**config.mk**
```make
export PLATFORM = sky130hd
export DESIGN_NAME = seg7_bcd_rx
export DESIGN_NICKNAME = d
export VERILOG_FILES = /design/src/rtl/seg7_bcd_rx.sv
export SDC_FILE = /design/constraint.sdc
export NUM_CORES = 1
export LEC_CHECK = 0
export CORE_ASPECT_RATIO = 0.9
export CORE_MARGIN = 2
export CORE_UTILIZATION = 55
export DETAILED_ROUTE_END_ITERATION = 16
export PLACE_DENSITY_LB_ADDON = 0.25
export SYNTH_ARGS = -nofsm -noshare
export SYNTH_HDL_FRONTEND = slang
export SYNTH_SLANG_ARGS = --single-unit
```
**constraint.sdc**
```tcl
create_clock -name clk -period 2.75 [get_ports clk]
set_clock_uncertainty 0.05 [all_clocks]
set_input_delay 0.55 -clock clk [delete_from_list [all_inputs] [get_ports clk]]
set_output_delay 0.55 -clock clk [all_outputs]
set_load 0.02 [all_outputs]
```
**src/rtl/seg7_bcd_rx.sv**
```systemverilog
// rtl/seg7_bcd_rx.sv - debounced 7-segment readback decoder with valid/ready digit output
// Optional error counter output err_cnt is enabled by defining SEG7_RX_ERRCNT_EN.
module seg7_bcd_rx #(
    parameter int STABLE_CYCLES = 4
) (
    input  logic       clk,
    input  logic       reset,
    input  logic [0:6] display,
    output logic [2:0] bcd,
    output logic       valid,
    input  logic       ready,
    output logic       err,
    output logic       ovr,
    input  logic       err_clr
`ifdef SEG7_RX_ERRCNT_EN
    ,
    output logic [7:0] err_cnt
`endif
);
    localparam logic [7:0] STABLE = 8'(STABLE_CYCLES);
    localparam logic [0:6] BLANK  = 7'b1111111;

    typedef enum logic {IDLE, HOLD} state_t;

    state_t     state;
    logic [0:6] s0;
    logic [0:6] last;
    logic [7:0] cnt;
    logic [2:0] pend;
    logic       pend_full;

    logic       qual;
    logic       is_legal;
    logic       is_blank;
    logic       ev_legal;
    logic       ev_illegal;
    logic [2:0] dval;

    always_comb begin
        is_legal = 1'b1;
        dval     = 3'd0;
        case (s0)
            7'b0000001: dval = 3'd0;
            7'b1001111: dval = 3'd1;
            7'b0010010: dval = 3'd2;
            7'b0000110: dval = 3'd3;
            7'b1001100: dval = 3'd4;
            7'b0100100: dval = 3'd5;
            7'b1100000: dval = 3'd6;
            default:    is_legal = 1'b0;
        endcase
    end

    // one event per distinct stable pattern: last remembers what already fired
    assign is_blank   = (s0 == BLANK);
    assign qual       = (cnt == STABLE) && (s0 != last);
    assign ev_legal   = qual && is_legal;
    assign ev_illegal = qual && !is_legal && !is_blank;

    always_ff @(posedge clk) begin
        if (reset) begin
            s0        <= BLANK;
            cnt       <= 8'd0;
            last      <= BLANK;
            pend      <= 3'd0;
            pend_full <= 1'b0;
            state     <= IDLE;
            bcd       <= 3'd0;
            valid     <= 1'b0;
            err       <= 1'b0;
            ovr       <= 1'b0;
`ifdef SEG7_RX_ERRCNT_EN
            err_cnt   <= 8'd0;
`endif
        end else begin
            s0 <= display;
            if (display != s0)
                cnt <= 8'd1;
            else
                cnt <= (cnt >= STABLE) ? STABLE : cnt + 8'd1;

            if (qual)
                last <= s0;

            if (ev_illegal)
                err <= 1'b1;
            else if (err_clr)
                err <= 1'b0;

`ifdef SEG7_RX_ERRCNT_EN
            if (ev_illegal)
                err_cnt <= (err_cnt == 8'hFF) ? 8'hFF : err_cnt + 8'd1;
            else if (err_clr)
                err_cnt <= 8'd0;
`endif

            if ((state == HOLD) && !ready && ev_legal && pend_full)
                ovr <= 1'b1;
            else if (err_clr)
                ovr <= 1'b0;

            case (state)
                IDLE: begin
                    if (ev_legal) begin
                        bcd   <= dval;
                        valid <= 1'b1;
                        state <= HOLD;
                    end
                end
                HOLD: begin
                    if (ready) begin
                        if (pend_full) begin
                            bcd <= pend;
                            if (ev_legal)
                                pend <= dval;
                            else
                                pend_full <= 1'b0;
                        end else if (ev_legal) begin
                            bcd <= dval;
                        end else begin
                            valid <= 1'b0;
                            state <= IDLE;
                        end
                    end else if (ev_legal) begin
                        // newest value wins when the single pending slot is already taken
                        pend      <= dval;
                        pend_full <= 1'b1;
                    end
                end
                default: state <= IDLE;
            endcase
        end
    end
endmodule

```
-- After elaboration in Yosys (flattened, before gate mapping)
Index checks and enable logic that the tools add are counted.
- flip-flop bits (word level): 33
- bits in latches: 0
- memory bits (writable): 0
- bits in read-only memories: 0
- logic and storage cells: 75
- memories kept: 0
- $add $sub $neg: 1
- multipliers: 0
- div/mod/pow operators: 0
- $lt $le $gt $ge: 1
- equality and inequality tests: 16
- shift-type cells: 0
- mux-type cells: 25
- bitwise operators: 1
- reductions and logical operators: 19
- operator list (cell ; count):
    7-bit == test (second input constant) ; 4
    3-bit two-way mux ; 7
    3-bit one-hot mux with 6 select lines ; 1
    1-bit two-way mux ; 14
    7-bit != test ; 2
    8-bit by 1-bit adder with 8-bit output (second input constant) ; 1
    8-bit by 3-bit == test with 1-bit output (second input constant) ; 1
    8-bit by 3-bit >= comparator with 1-bit output (second input constant) ; 1
    2-bit != test (second input constant) ; 4
    7-bit by 1-bit == test with 1-bit output (second input constant) ; 1
    7-bit by 3-bit == test with 1-bit output (second input constant) ; 1
    7-bit by 5-bit == test with 1-bit output (second input constant) ; 1
    7-bit by 6-bit == test with 1-bit output (second input constant) ; 1
    1-bit logical AND ; 7
    7-bit OR reduction ; 1
    3-bit one-hot mux with 2 select lines ; 1
    2-bit nonzero test ; 3
    1-bit one-hot mux with 2 select lines ; 2
    2-bit AND reduction ; 2
    4-bit AND reduction ; 1
    1-bit zero test ; 3
    3-bit OR reduction ; 1
    2-bit by 1-bit != test with 1-bit output (second input constant) ; 1
    2-bit OR reduction ; 1
    1-bit NOT ; 1

-- Depth between registers and ports, before layout
Gate-level depths: netlist (run 1).
- word-level depth: 8
- mapped depth: 7

-- Worst setup path after synthesis (run 1)
Ideal clock, no wire load.
- path kind: register -> register
- from: register s0[3] (netlist bit)
- to: register pend[0]
- setup time: 0.123 ns
- arrival: 1.807 ns
- data required time: 2.577 ns
- setup slack: 0.770 ns
- stages on the path, launching flop included: 8
- period minus slack after synthesis: 1.980 ns
- path through: dfxtp_1 buf_4 nor3b_2 o21ai_1 a2111o_1 buf_2 a211oi_2 mux2_1
- cells in the longest elaborated chain, start to end: 7
- elaborated cells between the ends (all ways): 16
- classes of those cells: eq/ne: 8; mux: 5; reduce/logical: 3
- RTL lines (element ; line ; source):
    from (decl) ; 26 ; logic [0:6] s0;
    from (signal assigned) ; 76 ; s0 <= display;
    7-bit == test (tied with other cells) ; 42 ; case (s0)
    7-bit OR reduction (no source line) ; n/a ;
    1-bit two-way mux ; 42 ;
    1-bit logical AND ; 57 ; assign ev_legal = qual && is_legal;
    3-bit two-way mux * ; 114, 124 ;
    3-bit two-way mux ; 112 ; if (pend_full) begin
    3-bit two-way mux * ; 111 ; if (ready) begin
    to (signal assigned) ; 115 ; pend <= dval;
    to (signal assigned) ; 126 ; pend <= dval;
    to (decl) ; 29 ; logic [2:0] pend;
Every way passes the cells marked *; elsewhere a longest branch is shown, timed or not. The select of a mux whose other input is x is not followed.
A chain may end at the register's enable or synchronous reset.

-- Worst setup path in the final report (run 1)
- from: register s0[1] (netlist bit)
- to: register pend[0]
The elaborated chain is that of the path after synthesis.

==> results.ini, run 1 <==
[drt]
wl_per_cell_um=14.02
dr_wl_met2_mm=1.484
met3WireLength_um=190
drcViolationCount=0
first_pass_iters=4
num_vias=1330
routed.top_layer=met4
drtIter0Drc=110
drt-met1-wl_mm=1.528
viasPerCell=5.708
ant_nets=0
wl_mm=3.266

[yosys]
synth_top_cell_by_area=dfxtp_1
synthCells=179
synth_mux_area_share_pct=5.581
synth-edff-count=0
synth.avg_cell_area_um2=9.143
synth_most_common_cell=dfxtp_1
synthTopCellsByArea=dfxtp_1, xnor2_1, mux2i_1
yosysSeqAreaShare_pct=40.37
synth_xor_area_share_pct=8.028
yosysTopAreaCellShare_pct=40.37
synth_compound_gate_area_share_pct=17.66
ys_ff_latch=33
synth.distinct_cells=49
syn_area_mm2=0.001637
synth_top_family_by_area=simple AND/OR/NAND/NOR gates
synthAdderAreaFrac_pct=1.529
synthTopCellsByCount=dfxtp_1, nand2_1, xnor2_1
yosys_warnings=0
yosys.area_share.simple_pct=20.26
async_flop_share_pct=0
synth_flop_cell=dfxtp_1

[floorplanning]
core-area_mm2=0.002793
start_util_pct=58.60
ioPinCount=17
die_w_um=61.50
dieArea_mm2=0.003429
dieHeight_um=55.75
rows=18

[grt]
grt_pass1_wl_mm=5.416
overflow=0
grt_pass1_vias=1191
grt_max_degree=20
grt.total_usage_pct=20.98
antenna_found_initial=0

[timing]
hold_ws_ns=0.4301
slew_violations=0
finalSetupTns_ns=0
fin_ws_ns=0.4115
setup_viol=0
rsz0062_at_grt=no
relSlewSlack_pct=64.86
max_slew.worst_pin.slew_ns=0.5270
min_period_over_period_pct=85.04
fin_crit_ns=2.339
fmax_mhz=427.6
finalHoldViolCount=0

[finish]
drive_above_1_share_pct=12.44
fin_nets=205
areaGrowthSynthToFinish_pct=12.84
diodes=0
n_fill_cell=239
fin_area_mm2=0.001847
instances_no_fill=233
post-route-util_pct=66.13

[clock_tree]
cts_max_path_buffers=2
cts_tree=done
clkTransAtPathRegs_ns=0.10
h-tree-depth=2
cts_buffers=5
post_cts_buffers=0
cts_root_buf=clkbuf_4
postCtsHoldBufs=0
clock_latency_ns=0.33
post_cts_resized=0
cts_sinks=33

[place]
post-place-ws_ns=0.4375
place_inst=225
placed_area_mm2=0.001795
gp_congestion=0.8510
dp_hpwl_mm=2.314
io_buffers=16

[worst_setup_path]
slowest_delay_ns=0.59
crit_type=register to register
arrival_ns=2.52
required_ns=2.93
cp_top_family=compound AO/OA/AOI/OAI gates
crit_path_end_kind=register
cp_num_buf_inv=0
critPathSlowestCell=dfxtp_1
worstPathMaxFanout=12
critPathLaunchType=register
path_cells=nor3b_2, o21ai_1, a2111o_1, a211oi_2, mux2_1

[power]
power_density_mw_per_mm2=450.2
finalPower_uw=831.4
leakage_nw=0.6200
vdd_drop_max_v=0.0002905

[run_status]
outcome=completed

[run]
max-cap-violations=0

[worst_hold_path]
worstHoldPathType=register to register

worst min-delay path, cell delays in order (launching register included):
cell,delay [ns]
dfxtp_1,0.34
nand2_1,0.05
mux2i_1,0.05
cells in the final DEF (no fill, tap or decap), types with 2 or more instances in the layout:
cell and count:
dfxtp_1 33, clkdlybuf4s50_1 16, nand2_1 14, xnor2_1 10
nand3_1 8, mux2i_1 8, or2_2 7, o21ai_0 7
a21oi_1 7, inv_1 6, nor3_1 5, nor2_1 5
xor2_1 5, clkbuf_4 5, conb_1 5, nor2b_1 4
o211ai_1 4, nand4_1 3, nor4_1 3, a211oi_1 2
nand3b_1 2, o311ai_0 2, a221oi_1 2, ha_1 2
clkinv_2 2, buf_4 2
logic make-up after synthesis:
family,count (synthesis)
adder cells (fa/ha/maj),2
multiplexers,9
AO/OA/AOI/OAI,38
buffers and inverters,22
flip-flops,33
other,1
AND/OR/NAND/NOR,59
XOR/XNOR,15
cell type report:
type	count	area (um2)	area share [%]
Multi-Input combinational cell	128	887.1	48.04
Sequential cell	33	660.6	35.77
Timing Repair Buffer	18	175.2	9.485
Tap cell	40	50.05	2.710
Clock buffer	6	41.29	2.236
Inverter	6	22.52	1.220
Clock inverter	2	10.01	0.5420
power breakdown:
part           internal [mW]  total (mW)  switching (mW)
combinational         0.0356      0.0660          0.0304
clock                 0.0973       0.257           0.160
sequential             0.488       0.508          0.0204
worst paths after layout:
path	from	endpoint	slack, ns	cells past startpoint
min reg2reg	pend[1]	pend[1]	0.43	2
max reg2reg	s0[1]	pend[0]	0.41	5
min	pend[1]	pend[1]	0.43	2
max	s0[1]	pend[0]	0.41	5
sequential cells by signal (all words and copies together), names as in the netlist, 3 cells and up:
| name | cells |
|---|---|
| bcd | 3 |
| last | 7 |
| s0 | 7 |
| cnt | 8 |
| pend | 3 |
metal layers:
layer | GRT usage (%) | vias up
met1 | 29.90 | 626
met4 | 9.422 | 0
met3 | 6.977 | 10
met2 | 28.27 | 39
li1 | - | 655
met5 | 0 | -
No activity file was read; power rests on OpenSTA's default activity.
==> run 2: changes to the inputs <==
--- a/config.mk
+++ b/config.mk
@@ -6,7 +6,7 @@
 export NUM_CORES = 1
 export LEC_CHECK = 0
 export CORE_ASPECT_RATIO = 0.9
-export CORE_MARGIN = 2
+export CORE_MARGIN = 4
 export CORE_UTILIZATION = 55
 export DETAILED_ROUTE_END_ITERATION = 16
 export PLACE_DENSITY_LB_ADDON = 0.25
==> run 2 against run 1 <==
Net effect: flip-flop and latch count is the same; utilization rose by 1.2 points; clock power rose by 49%; sequential share of layout area down 0.64 points; design area up 1.8%; combinational power up 0.9%; power increased by 15%; die area rose by 14%; first-iteration DRC count increased by 27%; hold slack improved by 0.00087 ns; critical path type unchanged; largest cell class unchanged.
==> results.ini, run 2 (synthesized netlist as in run 1, its figures left out) <==
[drt]
drcViolationCount=0  ; unchanged
drtIter0Drc=140  ; was 110
viasPerCell=5.742  ; was 5.708
first_pass_iters=5  ; was 4
ant_nets=0  ; unchanged
wl_mm=3.461  ; was 3.266 mm
num_vias=1338  ; was 1330
wl_per_cell_um=14.85  ; was 14.02 um

[worst_setup_path]
worstPathMaxFanout=12  ; unchanged
path_cells=nor3b_2, o21ai_1, a2111o_1, a211oi_2, mux2_1  ; unchanged
slowest_delay_ns=0.61  ; was 0.59 ns
cp_top_family=compound AO/OA/AOI/OAI gates  ; unchanged
crit_type=register to register  ; unchanged
critPathSlowestCell=dfxtp_1  ; unchanged
crit_path_end_kind=register  ; unchanged
arrival_ns=2.53  ; was 2.52 ns
required_ns=2.94  ; was 2.93 ns
cp_num_buf_inv=0  ; unchanged
critPathLaunchType=register  ; unchanged

[place]
io_buffers=16  ; unchanged
dp_hpwl_mm=2.332  ; was 2.314 mm
placed_area_mm2=0.001795  ; unchanged
gp_congestion=0.8083  ; was 0.8510
post-place-ws_ns=0.4485  ; was 0.4375 ns

[clock_tree]
clock_latency_ns=0.34  ; was 0.33 ns
post_cts_buffers=0  ; unchanged
postCtsHoldBufs=0  ; unchanged
cts_max_path_buffers=2  ; unchanged
cts_tree=done  ; unchanged
cts_sinks=33  ; unchanged
cts_root_buf=clkbuf_4  ; unchanged
cts_buffers=5  ; unchanged
clkTransAtPathRegs_ns=0.10  ; about the same
post_cts_resized=0  ; unchanged
h-tree-depth=2  ; unchanged

[floorplanning]
ioPinCount=17  ; unchanged
start_util_pct=58.60  ; unchanged
rows=18  ; unchanged
die_w_um=65.50  ; was 61.50 um
core-area_mm2=0.002793  ; unchanged
dieArea_mm2=0.003914  ; was 0.003429 mm2
dieHeight_um=59.75  ; was 55.75 um

[timing]
min_period_over_period_pct=85.31  ; was 85.04%
finalHoldViolCount=0  ; unchanged
rsz0062_at_grt=no  ; unchanged
fin_ws_ns=0.4040  ; was 0.4115 ns
fin_crit_ns=2.346  ; was 2.339 ns
max_slew.worst_pin.slew_ns=0.5331  ; was 0.5270 ns
relSlewSlack_pct=64.46  ; was 64.86%
slew_violations=0  ; unchanged
fmax_mhz=426.3  ; was 427.6 MHz
setup_viol=0  ; unchanged
finalSetupTns_ns=0  ; unchanged

[power]
p_sw_share_pct=22.66  ; was 25.32%
power_density_mw_per_mm2=509.1  ; was 450.2 mW/mm2
vdd_drop_max_v=0.0003761  ; was 0.0002905 V
leakage_nw=0.6335  ; was 0.6200 nW
p_comb_share_pct=7.0  ; was 7.9%
p_int_uw=740.5  ; was 620.9 uW
switching_power_uw=217.0  ; was 210.5 uW
finalPower_uw=957.4  ; was 831.4 uW
pwr-share-seq_pct=53.1  ; was 61.1%
clkPwrFrac_pct=39.9  ; was 30.9%

[finish]
layout_common_cells=dfxtp_1, clkdlybuf4s50_1, nand2_1  ; unchanged
fin_area_mm2=0.001881  ; was 0.001847 mm2
top_regs=cnt: 8 flops, last: 7 flops, s0: 7 flops  ; unchanged
post-route-util_pct=67.34  ; was 66.13%
largest_reg_flops=8  ; unchanged
layout_commonest_cell=dfxtp_1  ; unchanged
areaGrowthSynthToFinish_pct=14.91  ; was 12.84%
diodes=0  ; unchanged
drive_above_1_share_pct=12.44  ; unchanged
largest-register=cnt  ; unchanged
fin_nets=205  ; unchanged

[worst_hold_path]
worstHoldPathType=register to register  ; unchanged

[grt]
overflow=0  ; unchanged
grt.total_usage_pct=21.06  ; was 20.98%
grt_pass1_vias=1332  ; was 1191
grt_pass1_wl_mm=6.203  ; was 5.416 mm
antenna_found_initial=0  ; unchanged
grt_max_degree=20  ; unchanged

[run_status]
outcome=completed  ; unchanged

[run]
max-cap-violations=0  ; unchanged

## run 2: changes by cell type in the layout (fill, tap and decap cells not counted)
cell and change:
bufinv_16 +1, clkbuf_8 +1, clkinv_2 -2
## run 2: cell type report
| cell class | instances | area, um2 |
|---|---|---|
| fillers | 253 | 912.1 |
| multi-input cells | 128 | 887.1 |
| clock buffers | 7 | 55.05 |
| well taps | 40 | 50.05 |
| inverters | 6 | 22.52 |
| clock inverters | 1 | 30.03 |
| flip-flops and latches | 33 | 660.6 |
| repair buffers | 18 | 175.2 |
## run 2: worst register-to-register path, stage by stage, from the launching register on
cell and delay, ns:
dfxtp_1 0.61, nor3b_2 0.25, o21ai_1 0.09, a2111o_1 0.57, a211oi_2 0.34, mux2_1 0.35
## run 2: through the flow
stage	cells	hold WS [ns]
detailed placement	225	0.4234
global placement	225	0.4119
global route	233	0.4637
finish	233	0.4309
floorplan	183	0.3917
CTS	233	0.4373
## run 2: path summary, 6_finish.rpt
path	slack (ns)	start	cells after the start	end
setup / recovery	0.40	s0[1]	5	pend[0]
hold / removal	0.43	err	2	err
setup reg to reg	0.40	s0[1]	5	pend[0]
hold reg to reg	0.43	err	2	err
## run 2: power groups by stage
| stage | combinational (mW) | clock (mW) | sequential, mW |
|---|---|---|---|
| finish | 0.0666 | 0.382 | 0.509 |
| detailed placement | 0.0651 | 0 | 0.519 |
| global route | 0.0740 | 0.411 | 0.511 |
| global placement | 0.0643 | 0 | 0.518 |
| CTS | 0.0659 | 0.388 | 0.508 |
| floorplan | 0.0576 | 0 | 0.503 |
## run 2: metal layers
metal | wire, um | track usage [%] | share of wire [%] | vias to the layer above
met5 | 0 | 0 | 0 | -
met4 | 61 | 9.763 | 1.8 | 0
met3 | 262 | 6.203 | 7.6 | 8
met2 | 1591 | 32.61 | 46 | 45
met1 | 1545 | 27.11 | 45 | 630
li1 | - | - | - | 655
